[src/rtl/pd_buffer_ctrl.sv]
// Pointer/level controller for the packet-identifier byte ring buffer.
// Optional statistics counters are enabled by defining PD_STATS_EN.
module pd_buffer_ctrl #(
  parameter int GEN1_PIPEWIDTH = 8,
  parameter int GEN2_PIPEWIDTH = 16,
  parameter int GEN3_PIPEWIDTH = 32,
  parameter int GEN4_PIPEWIDTH = 8,
  parameter int GEN5_PIPEWIDTH = 8,
  parameter int LANES          = 16,
  parameter int BUF_BYTES      = 256,
  localparam int PW            = $clog2(BUF_BYTES)
) (
  input  logic          clk,
  input  logic          rst,
  input  logic [2:0]    gen,
  input  logic          linkup,
  input  logic          valid_pd,
  input  logic          rd_req,
  input  logic [6:0]    rd_bytes,
  output logic          wr_en,
  output logic [63:0]   wr_mask,
  output logic [PW-1:0] wr_ptr,
  output logic [PW-1:0] rd_ptr,
  output logic          rd_ack,
  output logic [PW:0]   level,
  output logic          empty,
  output logic          full,
  output logic          overflow,
`ifdef PD_STATS_EN
  output logic [31:0]   beat_cnt,
  output logic [15:0]   drop_cnt,
`endif
  output logic [1:0]    state
);

  typedef enum logic [1:0] {
    S_DOWN   = 2'b00,
    S_ACTIVE = 2'b01,
    S_FLUSH  = 2'b10
  } state_t;

  state_t        r_state;
  logic [2:0]    r_gen_q;
  logic [PW-1:0] r_wr_ptr;
  logic [PW-1:0] r_rd_ptr;
  logic [PW:0]   r_level;
  logic          r_overflow;

  logic [6:0]    w_b;
  logic [63:0]   w_mask;
  logic [PW:0]   w_free;
  logic          w_space_ok;
  logic          w_wr_en;
  logic          w_drop;
  logic          w_rd_ok;
  logic          w_gen_ok;
  logic [PW:0]   w_lvl_next;

  function automatic logic [6:0] beat_bytes(input logic [2:0] g);
    logic [6:0] b;
    case (g)
      3'b000:  b = 7'((GEN1_PIPEWIDTH / 8) * LANES);
      3'b001:  b = 7'((GEN2_PIPEWIDTH / 8) * LANES);
      3'b010:  b = 7'((GEN3_PIPEWIDTH / 8) * LANES);
      3'b011:  b = 7'((GEN4_PIPEWIDTH / 8) * LANES);
      3'b100:  b = 7'((GEN5_PIPEWIDTH / 8) * LANES);
      default: b = 7'd0;
    endcase
    return b;
  endfunction

  // Beat size, mask, space and read-acceptance decode
  always_comb begin
    w_b        = 7'd0;
    w_mask     = 64'd0;
    w_gen_ok   = (gen <= 3'b100);
    if ((r_state == S_ACTIVE) || (r_state == S_FLUSH)) begin
      w_b = beat_bytes(r_gen_q);
    end else begin
      w_b = 7'd0;
    end
    for (int i = 0; i < 64; i++) begin
      w_mask[i] = (7'(i) < w_b);
    end
    // Free space is judged on the pre-pop level; a same-cycle pop never makes room.
    w_free     = (PW+1)'(BUF_BYTES) - r_level;
    w_space_ok = (w_free >= (PW+1)'(w_b));
    if ((r_state == S_ACTIVE) && valid_pd && linkup && (gen == r_gen_q)) begin
      w_wr_en = w_space_ok;
      w_drop  = !w_space_ok;
    end else begin
      w_wr_en = 1'b0;
      w_drop  = 1'b0;
    end
    if (((r_state == S_ACTIVE) || (r_state == S_FLUSH)) && rd_req &&
        (rd_bytes != 7'd0) && (rd_bytes <= 7'd64) && ((PW+1)'(rd_bytes) <= r_level)) begin
      w_rd_ok = 1'b1;
    end else begin
      w_rd_ok = 1'b0;
    end
    w_lvl_next = r_level
               + (w_wr_en ? (PW+1)'(w_b) : (PW+1)'(0))
               - (w_rd_ok ? (PW+1)'(rd_bytes) : (PW+1)'(0));
  end

  // Link FSM, ring pointers, fill level and sticky overflow
  always_ff @(posedge clk) begin
    if (rst) begin
      r_state    <= S_DOWN;
      r_gen_q    <= 3'b000;
      r_wr_ptr   <= '0;
      r_rd_ptr   <= '0;
      r_level    <= '0;
      r_overflow <= 1'b0;
    end else begin
      if (w_wr_en) begin
        r_wr_ptr <= r_wr_ptr + PW'(w_b);
      end
      if (w_rd_ok) begin
        r_rd_ptr <= r_rd_ptr + PW'(rd_bytes);
      end
      r_level <= w_lvl_next;
      if (w_drop) begin
        r_overflow <= 1'b1;
      end
      case (r_state)
        S_DOWN: begin
          if (linkup && w_gen_ok) begin
            r_state <= S_ACTIVE;
            r_gen_q <= gen;
          end
        end
        S_ACTIVE: begin
          if (!linkup || (gen != r_gen_q)) begin
            r_state <= S_FLUSH;
          end
        end
        S_FLUSH: begin
          if (w_lvl_next == '0) begin
            if (linkup && w_gen_ok) begin
              r_state <= S_ACTIVE;
              r_gen_q <= gen;
            end else begin
              r_state <= S_DOWN;
            end
          end
        end
        default: r_state <= S_DOWN;
      endcase
    end
  end

`ifdef PD_STATS_EN
  logic [31:0] r_beat_cnt;
  logic [15:0] r_drop_cnt;

  // Saturating accepted/dropped beat counters
  always_ff @(posedge clk) begin
    if (rst) begin
      r_beat_cnt <= 32'd0;
      r_drop_cnt <= 16'd0;
    end else begin
      if (w_wr_en && (r_beat_cnt != 32'hFFFF_FFFF)) begin
        r_beat_cnt <= r_beat_cnt + 32'd1;
      end
      if (w_drop && (r_drop_cnt != 16'hFFFF)) begin
        r_drop_cnt <= r_drop_cnt + 16'd1;
      end
    end
  end

  assign beat_cnt = r_beat_cnt;
  assign drop_cnt = r_drop_cnt;
`endif

  assign wr_en    = w_wr_en;
  assign wr_mask  = w_mask;
  assign wr_ptr   = r_wr_ptr;
  assign rd_ptr   = r_rd_ptr;
  assign rd_ack   = w_rd_ok;
  assign level    = r_level;
  assign empty    = (r_level == '0);
  assign full     = (w_free < (PW+1)'(w_b));
  assign overflow = r_overflow;
  assign state    = r_state;

endmodule

[config.mk]
export PLATFORM = sky130hd
export DESIGN_NAME = pd_buffer_ctrl
export DESIGN_NICKNAME = d
export VERILOG_FILES = /design/src/rtl/pd_buffer_ctrl.sv
export SDC_FILE = /design/constraint.sdc
export NUM_CORES = 1
export LEC_CHECK = 0
export BUFFER_PORTS_ARGS = -buffer_cell sky130_fd_sc_hd__buf_4
export CORE_ASPECT_RATIO = 0.8
export CORE_MARGIN = 2
export CORE_UTILIZATION = 50
export DETAILED_ROUTE_END_ITERATION = 6
export PLACE_DENSITY = 0.88
export SLEW_MARGIN = 10
export SYNTH_ARGS = -nofsm -noshare
export SYNTH_HDL_FRONTEND = slang
export SYNTH_SLANG_ARGS = --single-unit
[constraint.sdc]
create_clock -name clk -period 5.66 [get_ports clk]
set_input_delay 0.849 -clock clk [delete_from_list [all_inputs] [get_ports clk]]
set_output_delay 0.849 -clock clk [all_outputs]
set_load 0.005 [all_outputs]
---- Word level (Yosys, flattened, before mapping) ----
Cells that the tools add are included.
operators by class
  add/sub/neg operators ................... 5
  magnitude comparators ................... 69
  muxes and demuxes ....................... 15
  equal/unequal tests ..................... 11
  reduce and logical (&&, ||, !) cells .... 21
operator list
  cell                 number
  $lt 6x7->1 const A   32
  $lt 5x7->1 const A   16
  $lt 4x7->1 const A   8
  $lt 3x7->1 const A   4
  $mux 7               3
  $pmux 7 s3           1
  $logic_not 9->1      2
  $add 8x7->8          2
  $lt 1x7->1 const A   2
  $lt 2x7->1 const A   2
  $add 9x7->9          1
  $ge 9x7->1           1
  $le 7x9->1           1
  $lt 9x7->1           1
  $sub 9x7->9          1
  $sub 9x9->9 const A  1
  $logic_and 1x1->1    8
  $le 7x7->1 const B   1
  $reduce_bool 7->1    1
  $eq 3x2->1 const B   2
  $mux 2               3
  $mux 3               2
  $pmux 2 s3           1
  $pmux 3 s2           1
  other kinds (18)     24
word-level totals
  register bits ........................... 31
  bits of input ports ..................... 15

---- Depth between registers and ports, before layout ----
  word-level depth ........................ 12
  gate-level depth with buffers ........... 22
  gate-level depth less buffers ........... 20

---- Worst setup path after synthesis ----
OpenSTA, ideal clock, no wires.
  path type ............................... register to register
  start ................................... register r_state[0], in the netlist state[0]
  end ..................................... register r_gen_q[0]
  data arrival time ....................... 4.899 ns
  setup time .............................. 0.144 ns
  clock period less this slack ............ 5.043 ns
  slack ................................... 0.617 ns
  required time ........................... 5.516 ns
  stages on the path, launching flop included .. 21
  buffers on the path ..................... 1
  cell sequence ........................... dfxtp_1 > inv_1 > ha_1 > nand2b_1 > nor2_1 > inv_1 > ha_1 > o21ai_0 > o2111a_2 > a21oi_4 > nand2_1 > fa_1 > inv_1 > ha_1 > clkbuf_1 > and3b_1 > a211oi_1 > nand3_1 > nor4_4 > and2_1 > o311ai_0
on the way
  elaborated cells on any way between the ends .. 24
RTL lines
  what                                                          line    RTL
  start, declared                                               42      state_t r_state;
  start signal, assigned                                        109     r_state <= S_DOWN;
  start signal, assigned                                        129     r_state <= S_ACTIVE;
  start signal, assigned                                        135     r_state <= S_FLUSH;
  $eq 2x1->1 / $eq 2x2->1 (equally long branches)               77, 88
  $logic_or 1x1->1 / $logic_and 1x1->1 (equally long branches)  77, 88
  $mux 7 / $logic_and 1x1->1 (equally long branches)            77, 88
  $ge 9x7->1 / $logic_and 1x1->1 (equally long branches)        87, 88
  $mux 1 *                                                      88      if ((r_state == S_ACTIVE) && valid_pd && linkup && (gen == r_gen_q)) begin
  net wr_en                                                     20      output logic wr_en,
  $mux 7 *                                                      102     + (w_wr_en ? (PW+1)'(w_b) : (PW+1)'(0))
  $add 9x7->9 *                                                 102
  $sub 9x7->9 *                                                 103     - (w_rd_ok ? (PW+1)'(rd_bytes) : (PW+1)'(0));
  $logic_not 9->1 *                                             139     if (w_lvl_next == '0) begin
  $ne 2x1->1 (no source line) *                                 n/a
  $reduce_and 2->1 (no source line) *                           n/a
  end signal, assigned                                          130     r_gen_q <= gen;
  end signal, assigned                                          142     r_gen_q <= gen;
  end, declared                                                 43      logic [2:0] r_gen_q;
The timed path passes the listed nets; every way through them passes the cells marked *.
A chain may end at the register's enable or synchronous reset.

---- Worst setup path in the final report ----
  start ................................... input port rd_bytes[2]
  end ..................................... register r_gen_q[2]
on the way
  longest elaborated chain between the ends .. 10
  elaborated cells on any way between the ends .. 12
RTL lines
  what                                                                line  RTL
  start, declared                                                     19    input logic [6:0] rd_bytes,
  parallel branches: the longest is 5 deep, another holds $le 7x9->1  n/a
  $mux 7 *                                                            103
  $sub 9x7->9 *                                                       103
  $logic_not 9->1 *                                                   139
  $ne 2x1->1 (no source line) *                                       n/a
  $reduce_and 2->1 (no source line) *                                 n/a
Mark *: on every way between the ends.

==> results.md <==
- Core region area: 5940 sq um
- I/O pin count: 111
- Port bufs: 106
- Hold buffer count at cts: 0
- Total power: 0.00169 W
- CTS sink cnt: 27
- Met1 Use GR: 0.272
- Worst vdd ir: 0.290 mV
- Deepest clock path buffer count: 2
- Synth top area cells: dfxtp_1 (17%), buf_4 (16%), ha_1 (15%)
- Worst-margin pin slew: 1.05 ns
- Status: completed
- DPL Wire Length: 5880 um
- Share of layout cells above drive strength 1: 0.284
- Most instantiated cells after synthesis: buf_4 (64), ha_1 (37), inv_1 (33), nor2_1 (31), dfxtp_1 (27)
- Slew Limit Fails: 0
- Skew final: 0.00506 ns
- Arr. time, crit path: 5.22 ns
- Clk root buf: clkbuf_8
- Critical path fanouts, max: 9
- Fmax: 0.197 GHz
- RSZ-0062 raised after global routing: false
- Routability Congestion: 0.922
- Starting Density: 0.520
- Mapped cell area: 3090 sq um
- Die Span Y: 74.3 um
- Ant. Diodes: 0
- Yosys cell types: 57
- DRT antenna net count: 0
- Final wirelength: 7470 um
- DR pass1 iterations: 4
- Top-count cell post-synth: buf_4
- Post-synthesis sequential area ratio: 0.175
- Worst R2R Setup Slack: 0.62 ns
- Setup_tns: 0 ns
- CP Capture Type: register
- Final setup violation count: 0
- Routed vias: 2762
- Setup CP Type: primary input to register
- Global-route wire length before repair: 11900 um
- CTS buffer count: 3
- GRT overflow: 0
- Avg Cell Area, Syn: 7.99 sq um
- Vias in the first global route: 2559
- Met3 Use GR: 0.0314
- Die X-Extent: 91.9 um
- Leakage: 1.66 nW
- Final Hold Fails: 0
- Setup Buffers After CTS: 0
- Pwr Density: 476 nW/um^2
- Top_reg_cell synth: dfxtp_1
- Pin count of the biggest net entering global routing: 39
- Critical path launch point type: primary input
- Clk slew on worst S/H paths: 0.10 ns
- CP Data Required Time: 5.80 ns
- Synth top area share: 0.175
- H-tree Lvls: 1
- MaxCap Viol Count: 0
- Yosys warning total: 0
- Tcrit/Tclk final: 0.898
- DR iter-0 viols: 198
- CTS tree: done
- Post-synth top area cell: dfxtp_1
- Mapped Cells: 387
- Grt peak-use layer: met2
- Die ar.: 6830 sq um
- Area Overhead vs Synth: 14.8%
- Clock period minus worst slack: 5.08 ns
- Async set or reset register ratio after synthesis: 0
- GR Util met2: 0.393
- Placed Area: 3500 sq um
- Via-to-Cell Ratio: 5.41
- # DRC: 0
- Min-Delay Path Class: register to register
- Final nets: 489
- Antenna violations before repair: 0
- Gr usage total: 0.214
- Clock Latency Late Sink: 0.28 ns
- Worst slew margin: 0.298
- FP Rows: 25
- Routed length per instance: 14.6 um
- Final Cell Area: 3550 sq um
- Yosys reg bits: 27
- EDFF count, synth: 0
- Post-CTS resize count: 0
[metal layers]
| layer | part of all wire | wire (um) |
|---|---|---|
| met1 | 0.43 | 3220 |
| met2 | 0.50 | 3730 |
| met3 | 0.061 | 454 |
| met4 | 0.0078 | 58 |
| met5 | 0 | 0 |
[worst max-delay path, stage by stage]
cell      delay (ns)
buf_4           0.13
or4_1           0.50
nor3_1          0.22
xnor2_1         0.20
nand3_1         0.34
nor2_1          0.40
nand2_1         0.11
ha_1            0.31
ha_1            0.31
a211oi_1        0.46
nor2_1          0.16
o311a_1         0.43
nor4_4          0.39
and2_1          0.27
o311ai_0        0.15
[per-stage QoR]
stage / instances / hold WS, ns / utilization / worst slack [ns]
6_report: 511 / 0.511 / 0.597 / 0.575
5_1_grt: 511 / 0.541 / 0.597 / 0.239
4_1_cts: 511 / 0.508 / 0.597 / 0.630
3_5_place_dp: 507 / 0.479 / 0.590 / 0.329
3_3_place_gp: 507 / 0.484 / 0.590 / 0.492
2_1_floorplan: 390 / 0.465 / - / 0.617
[layout make-up]
type	count	area (sq um)
fillers	536	2390
multi-input cells	258	1930
repair buffers	108	811
flip-flops and latches	27	541
inverters	33	124
well taps	81	101
clock buffers	4	45.0
[registers in the layout, indices dropped and copies added, names as in the netlist]
name / flops
level: 9
overflow: 1
r_gen_q: 3
rd_ptr: 8
state: 2
wr_ptr: 4
[cell families (layout without fill, tap and decap cells)]
logic type	Yosys count	count (layout)	share of synthesized area
XOR/XNOR	12	12	0.0340
adder cells (fa/ha/maj)	43	43	0.189
buffers and inverters	105	145	0.205
AO/OA/AOI/OAI	78	78	0.175
AND/OR/NAND/NOR	117	117	0.206
multiplexers	4	4	0.0150
other	1	4	0.00121
flip-flops	27	27	0.175
[placed cells by master, fill, tap and decap left out, types with 2 or more instances in the layout]
| cell | synthesis | routed |
|---|---|---|
| buf_4 | 64 | 108 |
| ha_1 | 37 | 37 |
| inv_1 | 33 | 33 |
| nor2_1 | 31 | 31 |
| dfxtp_1 | 27 | 27 |
| nand2_1 | 18 | 18 |
| o21ai_0 | 15 | 15 |
| a21oi_1 | 14 | 14 |
| nor2b_1 | 12 | 12 |
| nand3_1 | 11 | 11 |
| xnor2_1 | 8 | 8 |
| nand2b_1 | 6 | 6 |
| o21a_1 | 6 | 6 |
| a211oi_1 | 6 | 6 |
| a31oi_1 | 6 | 6 |
| o311ai_0 | 6 | 6 |
| fa_1 | 6 | 6 |
| and3_1 | 5 | 5 |
| o211ai_1 | 5 | 5 |
| nand4_1 | 4 | 4 |
| xor2_1 | 4 | 4 |
| nor3_1 | 4 | 4 |
| nor3b_1 | 4 | 4 |
| nor4b_1 | 4 | 4 |
| conb_1 | 1 | 4 |
| or2_2 | 3 | 3 |
| nor4_1 | 3 | 3 |
| o31a_1 | 3 | 3 |
| a21o_1 | 3 | 3 |
| clkbuf_8 | 0 | 3 |
| or4_1 | 2 | 2 |
| mux2i_1 | 2 | 2 |
| o22ai_1 | 2 | 2 |
| and2_1 | 2 | 2 |
[power breakdown]
part	internal [W]	switching, W	leakage, nW
sequential	0.000231	0.0000505	0.220
combinational	0.000599	0.000692	1.42
clock	0.0000506	0.0000647	0.0228
total	0.000881	0.000807	1.66
[path summary, 6_finish.rpt]
check,from,end,cells past startpoint
worst max register to register,state[0],r_gen_q[2],20
worst min register to register,rd_ptr[6],rd_ptr[6],2
worst min-delay path,rd_ptr[6],rd_ptr[6],2
worst max-delay path,rd_bytes[2],r_gen_q[2],15
(Power assumes the default switching activity.)
